### config.mk
export PLATFORM = sky130hd
export DESIGN_NAME = mem_arbiter
export DESIGN_NICKNAME = d
export VERILOG_FILES = /design/src/rtl/mem_arbiter_pkg.sv /design/src/rtl/mem_arbiter_starve_ctr.sv /design/src/rtl/mem_arbiter.sv
export SDC_FILE = /design/constraint.sdc
export NUM_CORES = 1
export LEC_CHECK = 0
export BUFFER_PORTS_ARGS = -buffer_cell sky130_fd_sc_hd__buf_2
export CORE_ASPECT_RATIO = 1.25
export CORE_UTILIZATION = 35
export CTS_BUF_LIST = sky130_fd_sc_hd__clkbuf_8
export DETAILED_ROUTE_END_ITERATION = 10
export SETUP_SLACK_MARGIN = 0.5
export SYNTH_ARGS = -nofsm -noshare
export SYNTH_HDL_FRONTEND = slang
export SYNTH_SLANG_ARGS = --single-unit
### constraint.sdc
create_clock -name clk -period 2.8 [get_ports clk]
set_clock_uncertainty 0.05 [all_clocks]
set_input_delay 0.56 -clock clk [delete_from_list [all_inputs] [get_ports clk]]
set_output_delay 0.56 -clock clk [all_outputs]
set_load 0.02 [all_outputs]
### src/rtl/mem_arbiter_pkg.sv
// Shared widths and arbiter FSM encoding for the unified-memory arbiter.
package mem_arbiter_pkg;

    localparam int XLEN      = 32;
    localparam int ADDR_SIZE = 32;

    typedef enum logic [1:0] {
        IDLE    = 2'd0,
        IF_WAIT = 2'd1,
        D_WAIT  = 2'd2
    } arb_state_e;

endpackage

### src/rtl/mem_arbiter_starve_ctr.sv
// Saturating count of data grants taken while fetch was waiting.
module arb_starve_ctr #(
    parameter int STARVE_MAX = 4
) (
    input  logic clk,
    input  logic reset_n,
    input  logic if_req,
    input  logic if_abort,
    input  logic grant_if,
    input  logic grant_d,
    output logic at_max
);

    localparam logic [3:0] MAX = 4'(STARVE_MAX);

    logic [3:0] cnt_d;
    logic [3:0] cnt_q;

    always_comb begin
        cnt_d = cnt_q;
        if (!if_req || grant_if) begin
            cnt_d = 4'd0;
        end else if (grant_d && !if_abort && cnt_q != MAX) begin
            cnt_d = cnt_q + 4'd1;
        end
    end

    always_ff @(posedge clk or negedge reset_n) begin
        if (!reset_n) begin
            cnt_q <= 4'd0;
        end else begin
            cnt_q <= cnt_d;
        end
    end

    assign at_max = (cnt_q == MAX);

endmodule

### src/rtl/mem_arbiter.sv
// Arbitrates fetch and data ports onto one single-port memory,
// with registered memory handshake, ready pulses and fetch anti-starvation.
module mem_arbiter
    import mem_arbiter_pkg::*;
#(
    parameter int ADDR_W     = ADDR_SIZE,
    parameter int DATA_W     = XLEN,
    parameter int STARVE_MAX = 4
) (
    input  logic                clk,
    input  logic                reset_n,
    input  logic                if_req,
    input  logic [ADDR_W-1:0]   if_addr,
    input  logic                if_abort,
    output logic [DATA_W-1:0]   if_rdata,
    output logic                if_ready,
    input  logic                d_req,
    input  logic                d_we,
    input  logic [DATA_W/8-1:0] d_be,
    input  logic [ADDR_W-1:0]   d_addr,
    input  logic [DATA_W-1:0]   d_wdata,
    output logic [DATA_W-1:0]   d_rdata,
    output logic                d_ready,
    output logic                mem_req,
    output logic                mem_we,
    output logic [DATA_W/8-1:0] mem_be,
    output logic [ADDR_W-1:0]   mem_addr,
    output logic [DATA_W-1:0]   mem_wdata,
    input  logic [DATA_W-1:0]   mem_rdata,
    input  logic                mem_ack,
    output logic                stall_if,
    output logic                stall_mem,
    output logic                busy
);

    arb_state_e          state_d, state_q;
    logic                mem_req_d, mem_req_q;
    logic                mem_we_d, mem_we_q;
    logic [DATA_W/8-1:0] mem_be_d, mem_be_q;
    logic [ADDR_W-1:0]   mem_addr_d, mem_addr_q;
    logic [DATA_W-1:0]   mem_wdata_d, mem_wdata_q;
    logic [DATA_W-1:0]   if_rdata_d, if_rdata_q;
    logic [DATA_W-1:0]   d_rdata_d, d_rdata_q;
    logic                if_ready_d, if_ready_q;
    logic                d_ready_d, d_ready_q;
    logic                disc_d, disc_q;
    logic                grant_if, grant_d;
    logic                at_max;
    logic                f_elig, d_elig;

    // A port whose ready pulse is high is finishing, not asking again.
    assign f_elig = if_req & ~if_abort & ~if_ready_q;
    assign d_elig = d_req & ~d_ready_q;

    arb_starve_ctr #(
        .STARVE_MAX(STARVE_MAX)
    ) u_starve (
        .clk     (clk),
        .reset_n (reset_n),
        .if_req  (if_req),
        .if_abort(if_abort),
        .grant_if(grant_if),
        .grant_d (grant_d),
        .at_max  (at_max)
    );

    always_comb begin
        state_d     = state_q;
        mem_req_d   = mem_req_q;
        mem_we_d    = mem_we_q;
        mem_be_d    = mem_be_q;
        mem_addr_d  = mem_addr_q;
        mem_wdata_d = mem_wdata_q;
        if_rdata_d  = if_rdata_q;
        d_rdata_d   = d_rdata_q;
        if_ready_d  = 1'b0;
        d_ready_d   = 1'b0;
        disc_d      = disc_q;
        grant_if    = 1'b0;
        grant_d     = 1'b0;
        case (state_q)
            IDLE: begin
                if (f_elig && (!d_elig || at_max)) begin
                    grant_if    = 1'b1;
                    state_d     = IF_WAIT;
                    mem_req_d   = 1'b1;
                    mem_we_d    = 1'b0;
                    mem_be_d    = '1;
                    mem_addr_d  = if_addr;
                    mem_wdata_d = '0;
                    disc_d      = 1'b0;
                end else if (d_elig) begin
                    grant_d     = 1'b1;
                    state_d     = D_WAIT;
                    mem_req_d   = 1'b1;
                    mem_we_d    = d_we;
                    mem_be_d    = d_be;
                    mem_addr_d  = d_addr;
                    mem_wdata_d = d_wdata;
                end
            end
            IF_WAIT: begin
                if (if_abort) begin
                    disc_d = 1'b1;
                end
                if (mem_ack) begin
                    state_d   = IDLE;
                    mem_req_d = 1'b0;
                    disc_d    = 1'b0;
                    if (!disc_q && !if_abort) begin
                        if_ready_d = 1'b1;
                        if_rdata_d = mem_rdata;
                    end
                end
            end
            D_WAIT: begin
                if (mem_ack) begin
                    state_d   = IDLE;
                    mem_req_d = 1'b0;
                    d_ready_d = 1'b1;
                    if (!mem_we_q) begin
                        d_rdata_d = mem_rdata;
                    end
                end
            end
            default: begin
                state_d   = IDLE;
                mem_req_d = 1'b0;
            end
        endcase
    end

    always_ff @(posedge clk or negedge reset_n) begin
        if (!reset_n) begin
            state_q     <= IDLE;
            mem_req_q   <= 1'b0;
            mem_we_q    <= 1'b0;
            mem_be_q    <= '0;
            mem_addr_q  <= '0;
            mem_wdata_q <= '0;
            if_rdata_q  <= '0;
            d_rdata_q   <= '0;
            if_ready_q  <= 1'b0;
            d_ready_q   <= 1'b0;
            disc_q      <= 1'b0;
        end else begin
            state_q     <= state_d;
            mem_req_q   <= mem_req_d;
            mem_we_q    <= mem_we_d;
            mem_be_q    <= mem_be_d;
            mem_addr_q  <= mem_addr_d;
            mem_wdata_q <= mem_wdata_d;
            if_rdata_q  <= if_rdata_d;
            d_rdata_q   <= d_rdata_d;
            if_ready_q  <= if_ready_d;
            d_ready_q   <= d_ready_d;
            disc_q      <= disc_d;
        end
    end

    assign mem_req   = mem_req_q;
    assign mem_we    = mem_we_q;
    assign mem_be    = mem_be_q;
    assign mem_addr  = mem_addr_q;
    assign mem_wdata = mem_wdata_q;
    assign if_rdata  = if_rdata_q;
    assign d_rdata   = d_rdata_q;
    assign if_ready  = if_ready_q;
    assign d_ready   = d_ready_q;
    assign busy      = (state_q != IDLE);
    assign stall_if  = if_req & ~if_ready_q & ~if_abort;
    assign stall_mem = d_req & ~d_ready_q;

endmodule

==> run metrics, run 1 <==
initial core utilization=between 30 and 40%; final setup vio count=0; RSZ-0062 raised after global routing=no; final std cells w/o fill=between 1000 and 1500; DR pass1 iterations=7; main flop type after synthesis=dfrtp_1; Die Width=123 um; Die ar.=around 19000 um2; Die Ht=153 um; core area=about 18000 um2; worst skew pair latency=around 0.44 ns; fraction of layout cells with a size suffix above 1=53.8%; total power=~0.0094 W; Detail Route Antenna Nets=0; crit share post-route=slightly below 80%; Post-synth EDFFs=0; routed vias=about 5600; row count=54; commonest non-fill, non-tap cell in the layout=buf_2; Switch Pwr=0.00389 W; CP Data Arrival Time=roughly 1.6 ns; final setup TNS=0 ns; # diodes=0; port bufs=277; nets@finish=927; Crit Path Class=register to output pin; Startpoint Class=register; H-tree Lvls=4; Setup Fix Bufs, Post-CTS=0; clock power share=19.1%; Max Slew Vio Count=0; FILL cells=1643; DP Worst Slack=0.660 ns; CTS root buf=clkbuf_8; Worst-Margin Slew=approximately 0.63 ns; setup ws final=between 0.6 and 0.7 ns; Max Fclk=~460 MHz; Cells after Synth=~530; Post-Route WL=19100 um; fin util=between 40% and 50%; global-route wire length before repair=30400 um; antenna violations before repair=1; Crit. End Element=output pin; IO Count=278; CTS Buffer Depth=2; Seq/Total Area, Yosys=56.0%; clock sink count=~140; Pint=about 0.0055 W; post-layout minimum cycle time=~2.2 ns; Post-Synthesis Net Count=671; GRT Total Usage=between 20 and 25%; CTS tree=built; Sw Ratio=between 40% and 50%; Reg power frac=36.3%; Async SR Flop Fraction=100%; Mean Syn Cell Area=between 10 and 15 um2; Post-Synthesis Cell Area=6390 um2; synth warn=0; P_leak=around 4.3 nW; worst vdd ir=a little over 0.6 mV; Area Growth Syn to Fin=31.9%; largest net degree at the start of global routing=65; combinational cell fraction of total power=around 45%; Yosys cell types=35; via-per-instance ratio=between 5 and 6; vias in the first global route=5872; HP Class=input port to asynchronous set/reset pin; wire per inst=18.7 um; status=finished, final reports clean; detailed router's first-iteration violation count=262; Cells after DPL=approximately 1000; Crit path required time=2.19 ns; flop and latch count out of synthesis=about 140; Remaining DRCs=0; post-DP HPWL=approximately 13000 um; P per Cell Area=approximately 1100 nW/um2; relative slew slack=just under 60%; worst-path maximum fanout=10; # Max-Cap Violations=0; final hold violations=0; RePlAce Congestion=0.772; CTS Buf Count=17; clock-pin slew on the worst setup and hold paths=roughly 0.080 ns; gr ovfl total=0; commonest cells after routing, fill and taps aside=buf_2 (276), dfrtp_1 (143), nand3_1 (67), o2111ai_1 (64), mux2_2 (62)
## power groups by stage
stage | registers (W) | logic, W | clock network (W)
5_1_grt | 0.00353 | 0.00454 | 0.00193
2_1_floorplan | 0.00448 | 0.00166 | 0
4_1_cts | 0.00342 | 0.00422 | 0.00185
3_3_place_gp | 0.00340 | 0.00415 | 0
3_5_place_dp | 0.00345 | 0.00421 | 0
6_report | 0.00341 | 0.00420 | 0.00180
## cell usage after synthesis (3+ instances only)
| cell type | n | share of area, % |
|---|---|---|
| dfrtp_1 | 143 | 56 |
| and3b_1 | 3 | 0.41 |
| o2111ai_1 | 64 | 8.8 |
| clkbuf_1 | 35 | 2.1 |
| a31oi_1 | 4 | 0.39 |
| a31o_2 | 33 | 4.5 |
| ha_1 | 5 | 0.98 |
| and3_1 | 33 | 3.2 |
| nor4bb_1 | 3 | 0.47 |
| nand2b_1 | 4 | 0.39 |
| nand3b_1 | 3 | 0.35 |
| nor3_1 | 4 | 0.31 |
| nand3_1 | 67 | 5.2 |
| a211oi_1 | 5 | 0.59 |
| inv_1 | 12 | 0.70 |
| buf_2 | 20 | 1.6 |
| mux2_2 | 62 | 11 |
| o21ai_0 | 4 | 0.31 |
## registers in the layout (all words and copies together), names as in the netlist, 2 cells and up
signal / flops
mem_be: 4
u_starve.cnt_q: 4
d_rdata: 32
state_q: 2
if_rdata: 32
mem_addr: 32
mem_wdata: 32
## cells by family after synthesis
group	count (synthesis)	share of synthesized area [%]
AOI/OAI and AO/OA	119	15.6
adders and majority gates	5	0.979
buffers and inverters	72	4.87
DFF	143	56.0
muxes	64	11.3
and+or+nand+nor	124	11.3
## critical path: stages (launching register included)
cell and delay (ns):
dfrtp_1 0.43, nand2b_1 0.25, clkinvlp_4 0.25, buf_2 0.22
## stage by stage
stage / instance area [um2] / hold WS [ns]
5_1_grt: 8430 / 0.0766
6_report: 8430 / 0.0433
3_3_place_gp: 7990 / 0.424
4_1_cts: 8420 / 0.0473
3_5_place_dp: 7990 / 0.427
2_1_floorplan: 6390 / 0.214
## path summary, 6_finish.rpt
kind                                   start       endpoint  slack [ns]  cells past startpoint
setup / recovery                     d_ready      stall_mem        0.61                      3
hold / removal                       reset_n   mem_addr[26]        0.04                      1
setup reg to reg           u_starve.cnt_q[0]  mem_wdata[25]        0.75                      6
hold reg to reg                  d_rdata[20]    d_rdata[20]        0.45                      1
max in group asynchronous            reset_n    if_rdata[5]        1.98                      2
min in group clk               mem_rdata[20]    d_rdata[20]        0.29                      2
## metal layers
metal,vias up,part of all wire (%),global-route usage (%)
li1,2551,-,-
met1,2755,39,24.4
met5,-,0.068,0
met3,34,10,7.61
met2,276,48,33.5
met4,2,2.0,7.84
## final cells by class
class	count	area (um2)	share of cell area (%)
Sequential cell	143	3580	42.5
Multi-Input combinational cell	312	2520	29.9
Timing Repair Buffer	295	1550	18.4
Tap cell	224	280	3.33
Clock buffer	19	262	3.10
Clock inverter	13	174	2.06
Inverter	14	57.6	0.683
## timing repair
item | CTS | global route
hold buffers | 0 | 0
endpoints found under the setup margin | 0 | 1
gates resized for setup | 0 | 1
endpoints found under the hold margin | 0 | 0
Power figures use the tool's default switching activity.
==> run 2: changes to the inputs <==
==> constraint.sdc (replaced) <==
create_clock -name clk -period 1.95 [get_ports clk]
set_clock_uncertainty 0.05 [all_clocks]
set_input_delay 0.39 -clock clk [delete_from_list [all_inputs] [get_ports clk]]
set_output_delay 0.39 -clock clk [all_outputs]
set_load 0.02 [all_outputs]
==> run 2 against run 1 <==
  * Hold slack improved by 0.079 ns
  * First-iteration DRC count rose by 23%
  * Global-route usage rose by 1.6 points
  * Critical path type unchanged
  * Clock power rose by 44%
  * Largest power group unchanged
  * Utilization rose by 16 points
  * Sequential share of layout area fell by 11 points
==> run metrics, run 2 (synthesized netlist as in run 1, its figures left out) <==
status=finished, final reports clean (unchanged); Fin Hold WS=0.122 ns (was 0.0433 ns); routed vias=6272 (was 5618); CP Data Arrival Time=1.42 ns (was 1.58 ns); CP bufs+invs=2 (unchanged); CTS Buffer Depth=2 (unchanged); worst-path maximum fanout=2 (was 10); Crit-path slowest cell=or3b_4 (was dfrtp_1); critical path's top delay family=simple AND/OR/NAND/NOR gates (was buffers and inverters); initial core utilization=36.2% (unchanged); Crit path required time=1.51 ns (was 2.19 ns); final setup vio count=0 (unchanged); Hold Path Stages=2; Post-Route WL=23700 um (was 19100 um); crit-path max cell delay=0.42 ns (was 0.43 ns); vias in the first global route=6241 (was 5872); clock-pin slew on the worst setup and hold paths=0.09 ns (was 0.08 ns); post-layout minimum cycle time=approximately 1.9 ns; detailed router's first-iteration violation count=322 (was 262); worst skew pair latency=0.44 ns (about the same); Worst-Margin Slew=0.478 ns (was 0.629 ns); Crit. End Element=output pin (unchanged); fraction of layout cells with a size suffix above 1=69.4% (was 53.8%); Remaining DRCs=0 (unchanged); P_leak=5.46 nW (was 4.25 nW); Area Growth Syn to Fin=77.2% (was 31.9%); Startpoint Class=register (unchanged); RSZ-0062 raised after global routing=yes (was no); worst vdd ir=0.897 mV (was 0.615 mV); IO Count=278 (unchanged); H-tree Lvls=4 (unchanged); port bufs=277 (unchanged); # Max-Cap Violations=0 (unchanged); Max Slew Vio Count=0 (unchanged); row count=54 (unchanged); RePlAce Congestion=0.791 (was 0.772); DR pass1 iterations=5 (was 7); commonest cells after routing, fill and taps aside=buf_2 (185), dfrtp_1 (141), buf_6 (105), buf_4 (77), nand3_1 (63) (was buf_2 (276), dfrtp_1 (143), nand3_1 (67), o2111ai_1 (64), mux2_2 (62)); CTS Buf Count=17 (unchanged); antenna violations before repair=0 (was 1); global-route wire length before repair=32200 um (was 30400 um); P per Cell Area=1560 nW/um2 (was 1120 nW/um2); gr ovfl total=0 (unchanged); largest net degree at the start of global routing=65 (unchanged); HP Class=input port to register (was input port to asynchronous set/reset pin); GRT Total Usage=22.1% (was 20.6%); critical path depth=3 (unchanged); final hold violations=0 (unchanged); Max Fclk=approximately 540 MHz; CTS root buf=clkbuf_8 (unchanged); crit share post-route=a little over nine tenths; commonest non-fill, non-tap cell in the layout=buf_2 (unchanged); CP cell instances=or3b_4 > clkinv_8 > buf_8 (was nand2b_1 > clkinvlp_4 > buf_2); # diodes=0 (unchanged); Crit Path Class=register to output pin (unchanged); Die Width=123 um (unchanged); core area=17600 um2 (unchanged); Detail Route Antenna Nets=0 (unchanged); clock sink count=143 (unchanged); Die Ht=153 um (unchanged); post-DP HPWL=13600 um (was 13400 um); worst-case reg-to-reg path depth=8 (was 6); relative slew slack=68.1% (was 58.1%); Die ar.=18800 um2 (unchanged); CTS tree=built (unchanged); via-per-instance ratio=5.56 (was 5.51); nets@finish=1036 (was 927); final setup TNS=0 ns (unchanged); wire per inst=21.0 um (was 18.7 um)
==> run 2: changes by cell type in the layout (fill, tap and decap cells not counted), sizes merged <==
cell         previous run  this run
buf                   295       393
clkbuf                 19        29
clkinv                  3         4
clkinvlp                4         3
dlygate4sd3             0         1
==> run 2: area by class of cell <==
| cell class | count | area (um2) |
|---|---|---|
| Timing Repair Buffer | 404 | 3480 |
| Multi-Input combinational cell | 312 | 3480 |
| Sequential cell | 143 | 3580 |
| Fill cell | 1301 | 6310 |
| Clock buffer | 19 | 262 |
| Clock inverter | 13 | 174 |
| Inverter | 14 | 70.1 |
| Tap cell | 224 | 280 |
==> run 2: repair_timing <==
action / CTS / global route
hold endpoints to repair: 40 / 0
setup endpoints to repair: 277 / 280
buffers inserted: 20 / 61
hold buffers: 1 / 0
cloned: 5 / 12
resized for setup: 34 / 332
pin swaps: 4 / 56
==> run 2: stage by stage <==
stage | utilization, % | total power (W) | setup WS (ns) | area (um2) | instances
final | 64.2 | 0.0176 | 0.0876 | 11300 | 1129
after global routing | 64.2 | 0.0185 | 0.0264 | 11300 | 1129
after CTS | 52.5 | 0.0146 | 0.0224 | 9250 | 1056
after detailed placement | 47.5 | 0.0115 | 0.0664 | 8370 | 998
after global placement | 47.5 | 0.0113 | 0.0869 | 8370 | 998
after floorplan | - | 0.00933 | 0.243 | 6790 | 527
==> run 2: final timing paths <==
check / from / end / slack [ns]
min in group asynchronous: reset_n / mem_addr[7] / 0.40
min reg2reg: mem_addr[16] / mem_addr[16] / 0.46
max reg2reg: state_q[0] / mem_wdata[0] / 0.10
max: if_ready / stall_if / 0.09
min: d_wdata[22] / mem_wdata[22] / 0.12
max in group asynchronous: reset_n / d_rdata[28] / 0.83
==> run 2: layer usage <==
| layer | vias to the layer above | track usage (%) | part of all wire (%) | wire [um] |
|---|---|---|---|---|
| met3 | 40 | 6.60 | 7.7 | 1830 |
| li1 | 2765 | - | - | - |
| met5 | - | 0 | 0 | 0 |
| met2 | 308 | 38.8 | 53 | 12400 |
| met4 | 0 | 7.78 | 2.0 | 482 |
| met1 | 3159 | 25.1 | 38 | 8910 |
==> run 2: where the power goes <==
group	switching, W	leakage, nW	internal [W]
logic	0.00455	3.47	0.00533
clock network	0.00124	0.210	0.00136
registers	0.000931	1.79	0.00424
total	0.00671	5.46	0.0109
==> run 3: changes to the inputs <==
--- a/config.mk
+++ b/config.mk
@@ -8,7 +8,8 @@
 export BUFFER_PORTS_ARGS = -buffer_cell sky130_fd_sc_hd__buf_2
 export CORE_ASPECT_RATIO = 1.25
 export CORE_UTILIZATION = 35
-export CTS_BUF_LIST = sky130_fd_sc_hd__clkbuf_8
+export CTS_BUF_LIST = sky130_fd_sc_hd__clkbuf_16
+export CTS_CLUSTER_SIZE = 30
 export DETAILED_ROUTE_END_ITERATION = 10
 export SETUP_SLACK_MARGIN = 0.5
 export SYNTH_ARGS = -nofsm -noshare
==> run 3 against run 2 <==
  * Design area shrank 7.4%
  * Register-to-register slack is essentially flat
  * Wire length shrank 4.7%
  * Die area is the same
  * Non-clock buffer count shrank 34
  * Critical path depth grew 4
  * Sequential power shrank 3%
  * Sequential share of layout area grew 2.5 points
  * Clock power grew 30%
  * Maximum frequency grew 0.86%
  * Total power shrank 6.0%
  * Critical path type is now register to register
==> run metrics, run 3 (synthesized netlist as in run 1, its figures left out) <==
status=finished, final reports clean (unchanged); Crit path required time=2.18 ns (was 1.51 ns); worst r2r dst=u_starve.cnt_q[2] (was mem_wdata[0]); H-tree Lvls=4 (unchanged); row count=54 (unchanged); worst skew pair latency=0.41 ns (was 0.44 ns); global-route wire length before repair=31500 um (was 32200 um); port bufs=277 (unchanged); Post-Place Cell Area=8370 um2 (unchanged); post-DP HPWL=13600 um (unchanged); Die Ht=153 um (unchanged); RePlAce Congestion=0.791 (unchanged); Post-Route WL=22500 um (was 23700 um); hold path endpoint=mem_wdata[22] (unchanged); relative slew slack=68.2% (was 68.1%); final hold violations=0 (unchanged); DR pass1 iterations=4 (was 5); CP Data Arrival Time=2.08 ns (was 1.42 ns); clock-pin slew on the worst setup and hold paths=0.07 ns (was 0.09 ns); vias in the first global route=6115 (was 6241); commonest cells after routing, fill and taps aside=buf_2 (255), dfrtp_1 (141), mux2_4 (51), buf_4 (48), o2111ai_1 (42) (was buf_2 (185), dfrtp_1 (141), buf_6 (105), buf_4 (77), nand3_1 (63)); CTS Buffer Depth=2 (unchanged); worst-case reg-to-reg path depth=7 (was 8); IO Count=278 (unchanged); final setup TNS=0 ns (unchanged); wire per inst=20.6 um (was 21.0 um); routed vias=6052 (was 6272); core area=17600 um2 (unchanged); hold path startpoint=d_wdata[22] (unchanged); fin util=59.5% (was 64.2%); P_leak=5.25 nW (was 5.46 nW); Area Growth Syn to Fin=64.2% (was 77.2%); CTS Buf Count=17 (unchanged); detailed router's first-iteration violation count=328 (was 322); gr ovfl total=0 (unchanged); clock sink count=143 (unchanged); Cells after DPL=998 (unchanged); commonest non-fill, non-tap cell in the layout=buf_2 (unchanged); R2R Setup Slk=0.10 ns (about the same); HP Class=input port to register (unchanged); Die ar.=18800 um2 (unchanged); Reg-to-Reg Start=if_ready (was state_q[0]); CTS root buf=clkbuf_16 (was clkbuf_8); worst-path maximum fanout=14 (was 2); fraction of layout cells with a size suffix above 1=68.0% (was 69.4%); worst vdd ir=0.871 mV (was 0.897 mV); crit share post-route=94.7% (was 95.5%); Startpoint Class=register (unchanged); total power=0.0166 W (was 0.0176 W); Detail Route Antenna Nets=0 (unchanged); via-per-instance ratio=5.53 (was 5.56); # Max-Cap Violations=0 (unchanged); post-layout minimum cycle time=1.85 ns (was 1.86 ns); initial core utilization=36.2% (unchanged); fin area=10500 um2 (was 11300 um2); Hold Path Stages=2 (unchanged); Die Width=123 um (unchanged); CTS tree=built (unchanged); RSZ-0062 raised after global routing=yes (unchanged); P per Cell Area=1580 nW/um2 (was 1560 nW/um2); final std cells w/o fill=1095 (was 1129); Remaining DRCs=0 (unchanged); nets@finish=1002 (was 1036); crit path launch=if_ready (unchanged); # diodes=0 (unchanged); Max Slew Vio Count=0 (unchanged); GRT Total Usage=21.7% (was 22.1%); Crit. End Element=register (was output pin); FILL cells=1439 (was 1301); antenna violations before repair=0 (unchanged); Crit Path Class=register to register (was register to output pin); largest net degree at the start of global routing=65 (unchanged); Max Fclk=542 MHz (was 537 MHz); Worst-Margin Slew=0.477 ns (was 0.478 ns); final setup vio count=0 (unchanged)
==> run 3: changes by cell type in the layout (fill, tap and decap cells not counted), moves of 3 or more <==
cell | previous run | this run
o2111ai_2 | 29 | 21
nand3_2 | 4 | 33
o2111ai_1 | 32 | 42
buf_4 | 77 | 48
buf_2 | 185 | 255
buf_6 | 105 | 35
a31o_2 | 11 | 33
and3_1 | 7 | 28
clkbuf_16 | 10 | 24
clkbuf_8 | 19 | 0
a31o_4 | 22 | 0
nand3_1 | 63 | 31
nand3_4 | 0 | 3
and3_4 | 26 | 5
==> run 3: area by class of cell <==
cell class / instances / area, um2 / share of cell area (%)
Tap cell: 224 / 280 / 2.67
Clock inverter: 15 / 181 / 1.73
Multi-Input combinational cell: 312 / 3270 / 31.2
Inverter: 14 / 70.1 / 0.668
Timing Repair Buffer: 370 / 2680 / 25.6
Clock buffer: 17 / 425 / 4.05
Sequential cell: 143 / 3580 / 34.1
==> run 3: routing by layer <==
layer | vias to the layer above | routed length, um | track usage [%]
met5 | - | 0 | 0
met4 | 0 | 371 | 7.78
met3 | 29 | 1680 | 6.72
met2 | 269 | 11800 | 37.3
met1 | 3066 | 8690 | 25.0
li1 | 2688 | - | -
==> run 3: per-stage QoR <==
stage / setup slack (ns) / hold slack [ns]
after CTS: 0.0670 / 0.132
final: 0.103 / 0.155
after detailed placement: 0.0664 / 0.314
after global placement: 0.0869 / 0.306
after global routing: 0.0565 / 0.136
after floorplan: 0.243 / 0.0444
==> run 3: how the worst max path moves through the flow <==
stage	end	slack, ns	cells past startpoint
floorplan	mem_wdata[18]	0.24	7
global placement	u_starve.cnt_q[2]	0.09	6
detailed placement	u_starve.cnt_q[0]	0.07	6
CTS	stall_if	0.07	3
global route	stall_if	0.06	3
finish	u_starve.cnt_q[2]	0.10	7
==> run 3: power breakdown <==
part | switching, W | internal [W] | total (W)
registers | 0.000793 | 0.00425 | 0.00504
logic | 0.00430 | 0.00386 | 0.00817
clock network | 0.00135 | 0.00203 | 0.00338
==> run 3: worst max-delay path: stages (launching register included) <==
cell and delay [ns]:
dfrtp_2 0.41, or3b_4 0.42, buf_4 0.15, buf_6 0.13, buf_12 0.15, a211oi_2 0.20, buf_4 0.16, a211oi_1 0.05
==> run 3: repair_timing <==
action                     4_1_cts  5_1_grt
hold buffers                     1        0
resized for setup               38      157
buffers inserted                15       35
cloned                           3       11
hold endpoints to repair        40        0
setup endpoints to repair      148      167
pin swaps                        4       37
